===== src/rtl/btn_event.sv =====
// -----------------------------------------------------------------------------
// btn_event
//
// Button gesture decoder. Takes the debounced button level and turns it into
// single-clock event strobes: press, release, short press, long press,
// auto-repeat while held, and double click. All timing is counted in 1 ms
// `tick` periods, so nothing here depends on the clock frequency.
//
// Ports:
//   clk_100Mhz    in   system clock, rising edge
//   rst           in   asynchronous, active-high reset
//   tick          in   1 ms strobe, one clock wide
//   btn_db        in   debounced button level, 1 = pressed
//   held          out  registered copy of btn_db
//   press_pulse   out  strobe on every 0->1 edge of btn_db
//   release_pulse out  strobe on every 1->0 edge of btn_db
//   short_press   out  strobe for a completed short single press
//   long_press    out  strobe when a hold reaches LONG_MS ticks
//   repeat_pulse  out  strobe every REPEAT_MS ticks while held after long_press
//   double_click  out  strobe on a second press inside the DBL_MS window
//   state_dbg     out  current FSM state encoding (debug visibility)
//
// Handshake: there is no valid/ready traffic; every output is a registered,
// one-clock strobe (or level for held/state_dbg) with no back-pressure.
// -----------------------------------------------------------------------------
module btn_event #(
    parameter int LONG_MS   = 1000,
    parameter int REPEAT_MS = 200,
    parameter int DBL_MS    = 250
) (
    input  logic       clk_100Mhz,
    input  logic       rst,
    input  logic       tick,
    input  logic       btn_db,
    output logic       held,
    output logic       press_pulse,
    output logic       release_pulse,
    output logic       short_press,
    output logic       long_press,
    output logic       repeat_pulse,
    output logic       double_click,
    output logic [2:0] state_dbg
);

    typedef enum logic [2:0] {
        IDLE      = 3'd0,
        PRESSED   = 3'd1,
        LONG_HELD = 3'd2,
        WAIT_2ND  = 3'd3,
        HOLD2     = 3'd4
    } state_t;

    // Terminal counts: the event fires on the tick that finds cnt at N-1,
    // i.e. on the N-th tick after the counter was cleared.
    localparam logic [15:0] LONG_LAST = 16'(LONG_MS - 1);
    localparam logic [15:0] REP_LAST  = 16'(REPEAT_MS - 1);
    localparam logic [15:0] DBL_LAST  = 16'(DBL_MS - 1);

    state_t      state, state_nx;
    logic [15:0] cnt, cnt_nx;
    logic        btn_d;
    logic        rise, fall;
    logic        short_nx, long_nx, rep_nx, dbl_nx;

    assign rise      = btn_db & ~btn_d;
    assign fall      = ~btn_db & btn_d;
    assign held      = btn_d;
    assign state_dbg = state;

    // Next-state logic. Edges are tested before tick in every state, so an
    // edge arriving together with a tick takes its transition and the tick
    // is dropped. Every transition clears cnt.
    always_comb begin
        state_nx = state;
        cnt_nx   = cnt;
        short_nx = 1'b0;
        long_nx  = 1'b0;
        rep_nx   = 1'b0;
        dbl_nx   = 1'b0;
        case (state)
            IDLE: begin
                if (rise) begin
                    state_nx = PRESSED;
                    cnt_nx   = '0;
                end
            end
            PRESSED: begin
                if (fall) begin
                    state_nx = WAIT_2ND;
                    cnt_nx   = '0;
                end else if (tick) begin
                    if (cnt == LONG_LAST) begin
                        long_nx  = 1'b1;
                        state_nx = LONG_HELD;
                        cnt_nx   = '0;
                    end else begin
                        cnt_nx = cnt + 16'd1;
                    end
                end
            end
            LONG_HELD: begin
                // Release after a long press is silent apart from release_pulse.
                if (fall) begin
                    state_nx = IDLE;
                    cnt_nx   = '0;
                end else if (tick) begin
                    if (cnt == REP_LAST) begin
                        rep_nx = 1'b1;
                        cnt_nx = '0;
                    end else begin
                        cnt_nx = cnt + 16'd1;
                    end
                end
            end
            WAIT_2ND: begin
                // A short press is only reported once the double-click window
                // has expired without a second press.
                if (rise) begin
                    dbl_nx   = 1'b1;
                    state_nx = HOLD2;
                    cnt_nx   = '0;
                end else if (tick) begin
                    if (cnt == DBL_LAST) begin
                        short_nx = 1'b1;
                        state_nx = IDLE;
                        cnt_nx   = '0;
                    end else begin
                        cnt_nx = cnt + 16'd1;
                    end
                end
            end
            HOLD2: begin
                if (fall) begin
                    state_nx = IDLE;
                    cnt_nx   = '0;
                end
            end
            default: begin
                state_nx = IDLE;
                cnt_nx   = '0;
            end
        endcase
    end

    always_ff @(posedge clk_100Mhz or posedge rst) begin
        if (rst) begin
            state         <= IDLE;
            cnt           <= '0;
            btn_d         <= 1'b0;
            press_pulse   <= 1'b0;
            release_pulse <= 1'b0;
            short_press   <= 1'b0;
            long_press    <= 1'b0;
            repeat_pulse  <= 1'b0;
            double_click  <= 1'b0;
        end else begin
            state         <= state_nx;
            cnt           <= cnt_nx;
            btn_d         <= btn_db;
            press_pulse   <= rise;
            release_pulse <= fall;
            short_press   <= short_nx;
            long_press    <= long_nx;
            repeat_pulse  <= rep_nx;
            double_click  <= dbl_nx;
        end
    end

endmodule

===== config.mk =====
export PLATFORM = sky130hd
export DESIGN_NAME = btn_event
export DESIGN_NICKNAME = d
export VERILOG_FILES = /design/src/rtl/btn_event.sv
export SDC_FILE = /design/constraint.sdc
export NUM_CORES = 1
export LEC_CHECK = 0
export ABC_AREA = 1
export CAP_MARGIN = 20
export CORE_ASPECT_RATIO = 0.6
export CORE_UTILIZATION = 57
export CTS_CLUSTER_SIZE = 14
export DETAILED_ROUTE_END_ITERATION = 16
export PLACE_DENSITY = 0.83
export SLEW_MARGIN = 20
export SYNTH_ARGS = -nofsm -noshare
export SYNTH_HDL_FRONTEND = slang
export SYNTH_SLANG_ARGS = --single-unit

===== constraint.sdc =====
create_clock -name clk_100Mhz -period 2.1 [get_ports clk_100Mhz]
set_input_delay 0.315 -clock clk_100Mhz [delete_from_list [all_inputs] [get_ports clk_100Mhz]]
set_output_delay 0.315 -clock clk_100Mhz [all_outputs]
set_load 0.01 [all_outputs]

==> results of run 1 <==
[metrics by stage]
stage	setup WS [ns]	cell area [µm²]	hold WS (ns)	std cells
finish	0.245	1820	0.408	278
CTS	0.283	1820	0.419	278
global placement	0.105	1780	0.550	275
global route	0.122	1820	0.439	278
detailed placement	0.0144	1780	0.552	275
floorplan	0.638	1600	0.346	228
[cell usage in the layout (no fill, tap or decap), types with 2 or more instances in the layout]
master / instances
nand2_1: 57
nor2_1: 48
inv_1: 32
dfrtp_1: 26
nand3_1: 20
clkdlybuf4s50_1: 13
nand4_1: 8
nor3_1: 5
buf_4: 4
inv_2: 3
nand2_2: 3
o21bai_2: 3
clkbuf_8: 3
nor2_2: 2
nor2_4: 2
a21oi_1: 2
nand2_4: 2
o21ai_2: 2
o21ai_1: 2
ha_1: 2
[kinds of logic (layout without fill, tap and decap cells)]
logic type                 Yosys count  count (layout)  synth area share (%)
and+or+nand+nor                    149             149                  42.0
buffers and inverters               38              56                  9.77
DFF                                 26              26                  40.6
AOI/OAI and AO/OA                   13              13                  6.09
adders and majority gates            2               2                  1.56
[registers in the layout, summed over array words and instances, names as in the netlist]
| signal | cells |
|---|---|
| cnt | 16 |
| state_dbg | 3 |
| double_click | 1 |
| held | 1 |
| long_press | 1 |
| press_pulse | 1 |
| release_pulse | 1 |
| repeat_pulse | 1 |
| short_press | 1 |
[area by class of cell]
type,count,area [µm²]
fillers,212,751
repair buffers,17,160
inverters,36,138
flip-flops and latches,26,651
multi-input cells,164,795
clock buffers,3,41.3
well taps,32,40.0
[power by group]
group / total (mW) / internal (mW) / switching [mW]
Sequential: 0.600 / 0.545 / 0.0547
Clock: 0.272 / 0.128 / 0.144
Combinational: 0.772 / 0.252 / 0.520
Total: 1.64 / 0.925 / 0.718
[critical path, delay by kind of cell]
kind / cells / cell delay (ns)
and+or+nand+nor: 6 / 0.76
buffers and inverters: 5 / 0.94
[cells in the mapped netlist]
cell type / number / area [µm²]
o21ai_0: 1 / 5.00
inv_1: 32 / 120
inv_2: 3 / 11.3
nor3_1: 5 / 25.0
nand2_4: 2 / 22.5
o21ai_1: 2 / 10.0
nand2_1: 57 / 214
nor2_2: 2 / 12.5
dfrtp_1: 26 / 651
a21oi_1: 2 / 10.0
o21ai_2: 2 / 17.5
nor2_1: 48 / 180
buf_4: 1 / 7.51
nand4_1: 8 / 50.1
nand3_1: 20 / 100
ha_1: 2 / 25.0
nor4_1: 1 / 6.26
nand2_2: 3 / 18.8
inv_4: 1 / 6.26
o21bai_2: 3 / 33.8
o22ai_1: 1 / 6.26
buf_6: 1 / 11.3
nor2_8: 1 / 20.0
a211oi_1: 1 / 7.51
nor2_4: 2 / 22.5
o21bai_1: 1 / 7.51
[per-layer routing]
layer,vias up,GRT usage [%]
met2,62,36.4
li1,751,-
met1,675,39.5
met5,-,0
met4,0,2.80
met3,4,5.94
[path summary, 6_finish.rpt]
check                              to    start  cells past startpoint  slack [ns]
min in group clk_100Mhz          held   btn_db                      1        0.55
setup reg to reg              cnt[14]   cnt[1]                      9        0.31
max in group asynchronous      cnt[8]      rst                      3        1.44
hold reg to reg               cnt[15]  cnt[15]                      3        0.57
setup / recovery               cnt[5]   btn_db                     11        0.24
hold / removal             long_press      rst                      3        0.41
==> impl_metrics.csv, run 1 <==
group,metric,value,unit
global_route,antenna_found_initial,0,
clocking,cts_buffer_depth,2,
sta,report.final.slew_viol_count,0,
power,power.density,901,nW/µm²
floorplan,dieWidth,70.4,µm
clocking,clk_pin_slew,0.09,ns
logic_synthesis,ys_seq_area_share,40.6,%
logic_synthesis,yosys_warnings,0,
detailed_routing,drt-total-wl,3540,µm
final_layout,nets,254,
clocking,cts_setup_buffers,0,
floorplan,num_io_pins,14,
clocking,cts.sinks,26,
final_layout,fin_util,70.8,%
global_route,grt_pass1_vias,1305,
setup_path,cp_slowest_cell,"clkdlybuf4s50_1",
sta,fmax,539,MHz
setup_path,cp-end-kind,"flip-flop",
logic_synthesis,syn_avg_cell_area,7.02,µm²
clocking,cts_resized,0,
setup_path,slowest_delay,0.44,ns
final_layout,drive_above_1_share,10.6,%
sta,rsz0062_at_grt,"no",
floorplan,die_y,43.1,µm
logic_synthesis,ys_types,26,
global_route,grt.total_usage,25.2,%
clocking,cts_root_buffer,"clkbuf_8",
detailed_routing,route.layer.met1.wl,1800,µm
detailed_routing,met3RoutedLength,282,µm
placement,portBuffers,13,
sta,worst_pin_slew,0.329,ns
flow_run,cap_violations,0,
detailed_routing,wl_met2,1430,µm
power,ir_worst_vdd,0.701,mV
logic_synthesis,ys_seq_elements,26,
clocking,cts_buffers,3,
detailed_routing,ant_nets,0,
detailed_routing,vias,1492,
clocking,cts_tree,"done",
clocking,clock_latency,0.27,ns
setup_path,cp_data_arrival_time,2.01,ns
logic_synthesis,postSynthCellCount,228,
detailed_routing,top_layer,"met4",
min_path,hp-class,"in2async",
global_route,grt_pass1_wl,5860,µm
floorplan,dieArea,3030,µm²
floorplan,initial_core_util,62.2,%
sta,fin_skew,0.00777,ns
sta,finalCritPeriodShare,88.3,%
sta,hold_violations,0,
detailed_routing,viasPerCell,5.37,
power,p_leak,0.908,nW
setup_path,cp_max_fo,12,
placement,globalplace.congestion,0.903,
setup_path,start_kind,"primary input",
sta,relSlewSlack,78.1,%
placement,hpwl,2680,µm
sta,setup_viol,0,
final_layout,syn2layout_area_growth,13.9,%
clocking,htreeDepth,1,
logic_synthesis,syn_nets,234,
floorplan,core,2570,µm²
global_route,grt_overflow,0,
power,total_power,1.64,mW
sta,finalSetupTns,0,ns
clocking,hold_buffers,0,
detailed_routing,wl_per_cell,12.7,µm
detailed_routing,drtIter0Drc,136,
setup_path,crit_type,"in2reg",
setup_path,path_cells,"clkdlybuf4s50_1 -> inv_1 -> nand2_1 -> inv_1 -> nor2_1 -> nor2_4 -> nand2_4 -> inv_2 -> nand2_4 -> inv_4 -> nor2_1",
floorplan,rows,14,
sta,period_minus_slack,1.86,ns
status,status,"finished, final reports clean",
detailed_routing,first_pass_iters,6,
final_layout,antenna_cells,0,
global_route,grt_max_degree,27,
logic_synthesis,syn_area,1600,µm²
setup_path,required,2.25,ns
detailed_routing,drcViolationCount,0,
Note: power is estimated with default switching activity, not from simulation.
==> run 2, diff against run 1 <==
Settings changed: CTS_CLUSTER_DIAMETER set to 200, TNS_END_PERCENT set to 50.
==> results of run 2 <==
Same layout as run 1: the final DEF is identical, and so are final timing and power.
==> run 3, diff against run 2 <==
Settings changed: ABC_CLOCK_PERIOD_IN_PS set to 2100, CTS_CLUSTER_DIAMETER 200 to not set, PLACE_DENSITY 0.83 to 0.77.
==> run 3 against run 2 <==
Via count is 1.8% lower. Die area stayed put. Sequential share of layout area is 0.12 points lower.
==> impl_metrics.csv, run 3 (synthesis gave the netlist of run 1 again) <==
group,metric,value,unit
floorplan,num_io_pins,14,
final_layout,seqCellArea,651,µm²
placement,portBuffers,13,
clocking,cts_tree,"done",
sta,fmax,560,MHz
setup_path,cp_slowest_cell,"clkdlybuf4s50_1",
clocking,cts.sinks,26,
min_path,hp-class,"in2async",
sta,finalCritPeriodShare,85.0,%
final_layout,multi_input_area,795,µm²
sta,setup_viol,0,
detailed_routing,drt-total-wl,3530,µm
final_layout,drive_above_1_share,10.6,%
final_layout,n_fill_cell,218,
final_layout,syn2layout_area_growth,14.3,%
final_layout,regMostFlops,"cnt",
setup_path,reg2regPathDepth,10,
setup_path,required,2.27,ns
detailed_routing,viasPerCell,5.27,
final_layout,antenna_cells,0,
detailed_routing,vias,1465,
floorplan,dieWidth,70.4,µm
sta,report.final.slew_viol_count,0,
floorplan,core,2570,µm²
placement,globalplace.congestion,0.965,
sta,worst_pin_slew,0.342,ns
sta,hold_violations,0,
final_layout,layout_commonest_cell,"nand2_1",
sta,finalSetupTns,0,ns
placement,hpwl,2790,µm
sta,fin_skew,0.00319,ns
setup_path,crit_type,"in2reg",
status,status,"finished, final reports clean",
global_route,grt_overflow,0,
setup_path,start_kind,"primary input",
global_route,grt_pass1_wl,6150,µm
detailed_routing,drcViolationCount,0,
clocking,hold_buffers,0,
setup_path,cp_data_arrival_time,1.95,ns
placement,placed_area,1780,µm²
final_layout,most-common-layout-cells,"57 x nand2_1, 48 x nor2_1, 32 x inv_1",
setup_path,cp.buffers_inverters,5,
clocking,clk_pin_slew,0.09,ns
power,p_leak,0.909,nW
setup_path,slowest_delay,0.44,ns
final_layout,nets,253,
detailed_routing,drtIter0Drc,141,
clocking,htreeDepth,1,
setup_path,cp-end-kind,"flip-flop",
global_route,grt_max_degree,27,
clocking,cts_buffers,3,
global_route,grt.total_usage,26.9,%
power,total_power,1.67,mW
flow_run,cap_violations,0,
detailed_routing,ant_nets,0,
global_route,grt_pass1_vias,1296,
final_layout,stdcell_area,1830,µm²
final_layout,fin_util,71.1,%
clocking,cts_setup_buffers,0,
floorplan,die_y,43.1,µm
clocking,clock_latency,0.27,ns
setup_path,path_cells,"clkdlybuf4s50_1 -> inv_1 -> nand2_1 -> inv_1 -> nor2_1 -> nor2_4 -> nand2_4 -> inv_2 -> nand2_4 -> inv_4 -> nor2_1",
power,ir_worst_vdd,0.894,mV
setup_path,cp_max_fo,10,
clocking,cts_resized,0,
setup_path,reg2reg_to,"cnt[2]",
global_route,antenna_found_initial,0,
floorplan,dieArea,3030,µm²
floorplan,rows,14,
detailed_routing,first_pass_iters,4,
setup_path,cpLargestDelayFamily,"buffers and inverters",
power,power.density,912,nW/µm²
detailed_routing,wl_per_cell,12.7,µm
clocking,cts_root_buffer,"clkbuf_8",
clocking,cts_buffer_depth,2,
setup_path,r2r_start,"cnt[1]",
sta,period_minus_slack,1.78,ns
setup_path,r2r_slack,0.33,ns
sta,relSlewSlack,77.0,%
floorplan,initial_core_util,62.2,%
sta,rsz0062_at_grt,"no",
final_layout,largest_reg_flops,16,
==> run 3: changes by cell type in the layout (fill, tap and decap cells not counted), sizes merged <==
cell	before	now
buf	4	3
clkbuf	3	4
==> run 3: tightest hold or removal path, delay by kind of cell <==
| family | cells | cell delay (ns) |
|---|---|---|
| buf+inv | 3 | 0.75 |
==> run 3: routing by layer <==
| layer | global-route usage [%] | vias up | wire (µm) |
|---|---|---|---|
| met2 | 42.3 | 47 | 1520 |
| met3 | 5.70 | 6 | 185 |
| met4 | 5.20 | 0 | 28 |
| met5 | 0 | - | 0 |
| li1 | - | 749 | - |
| met1 | 38.7 | 663 | 1800 |
==> run 3: area by class of cell <==
cell class | instances | share of cell area (%)
clock buffer | 4 | 3.01
inverter | 36 | 7.52
multi-input combinational | 164 | 43.4
sequential | 26 | 35.5
tap | 32 | 2.19
timing repair buffer | 16 | 8.34
==> run 3: worst max-delay path by stage <==
stage | start | endpoint | cells past startpoint
floorplan | cnt[1] | cnt[10] | 10
global placement | btn_db | cnt[8] | 11
detailed placement | btn_db | cnt[5] | 11
CTS | cnt[1] | cnt[2] | 10
global route | cnt[1] | cnt[15] | 10
finish | btn_db | cnt[2] | 11
==> run 3: report_power, final <==
| part | total [mW] | internal, mW | switching (mW) |
|---|---|---|---|
| Sequential | 0.601 | 0.545 | 0.0559 |
| Clock | 0.321 | 0.168 | 0.153 |
| Combinational | 0.747 | 0.240 | 0.507 |
| Total | 1.67 | 0.952 | 0.716 |
==> run 3: through the flow <==
stage / hold slack (ns) / setup slack, ns / cells
after CTS: 0.407 / 0.326 / 278
after floorplan: 0.346 / 0.638 / 228
after global routing: 0.424 / 0.141 / 278
after detailed placement: 0.552 / 0.0547 / 274
after global placement: 0.551 / 0.130 / 274
final: 0.392 / 0.315 / 278
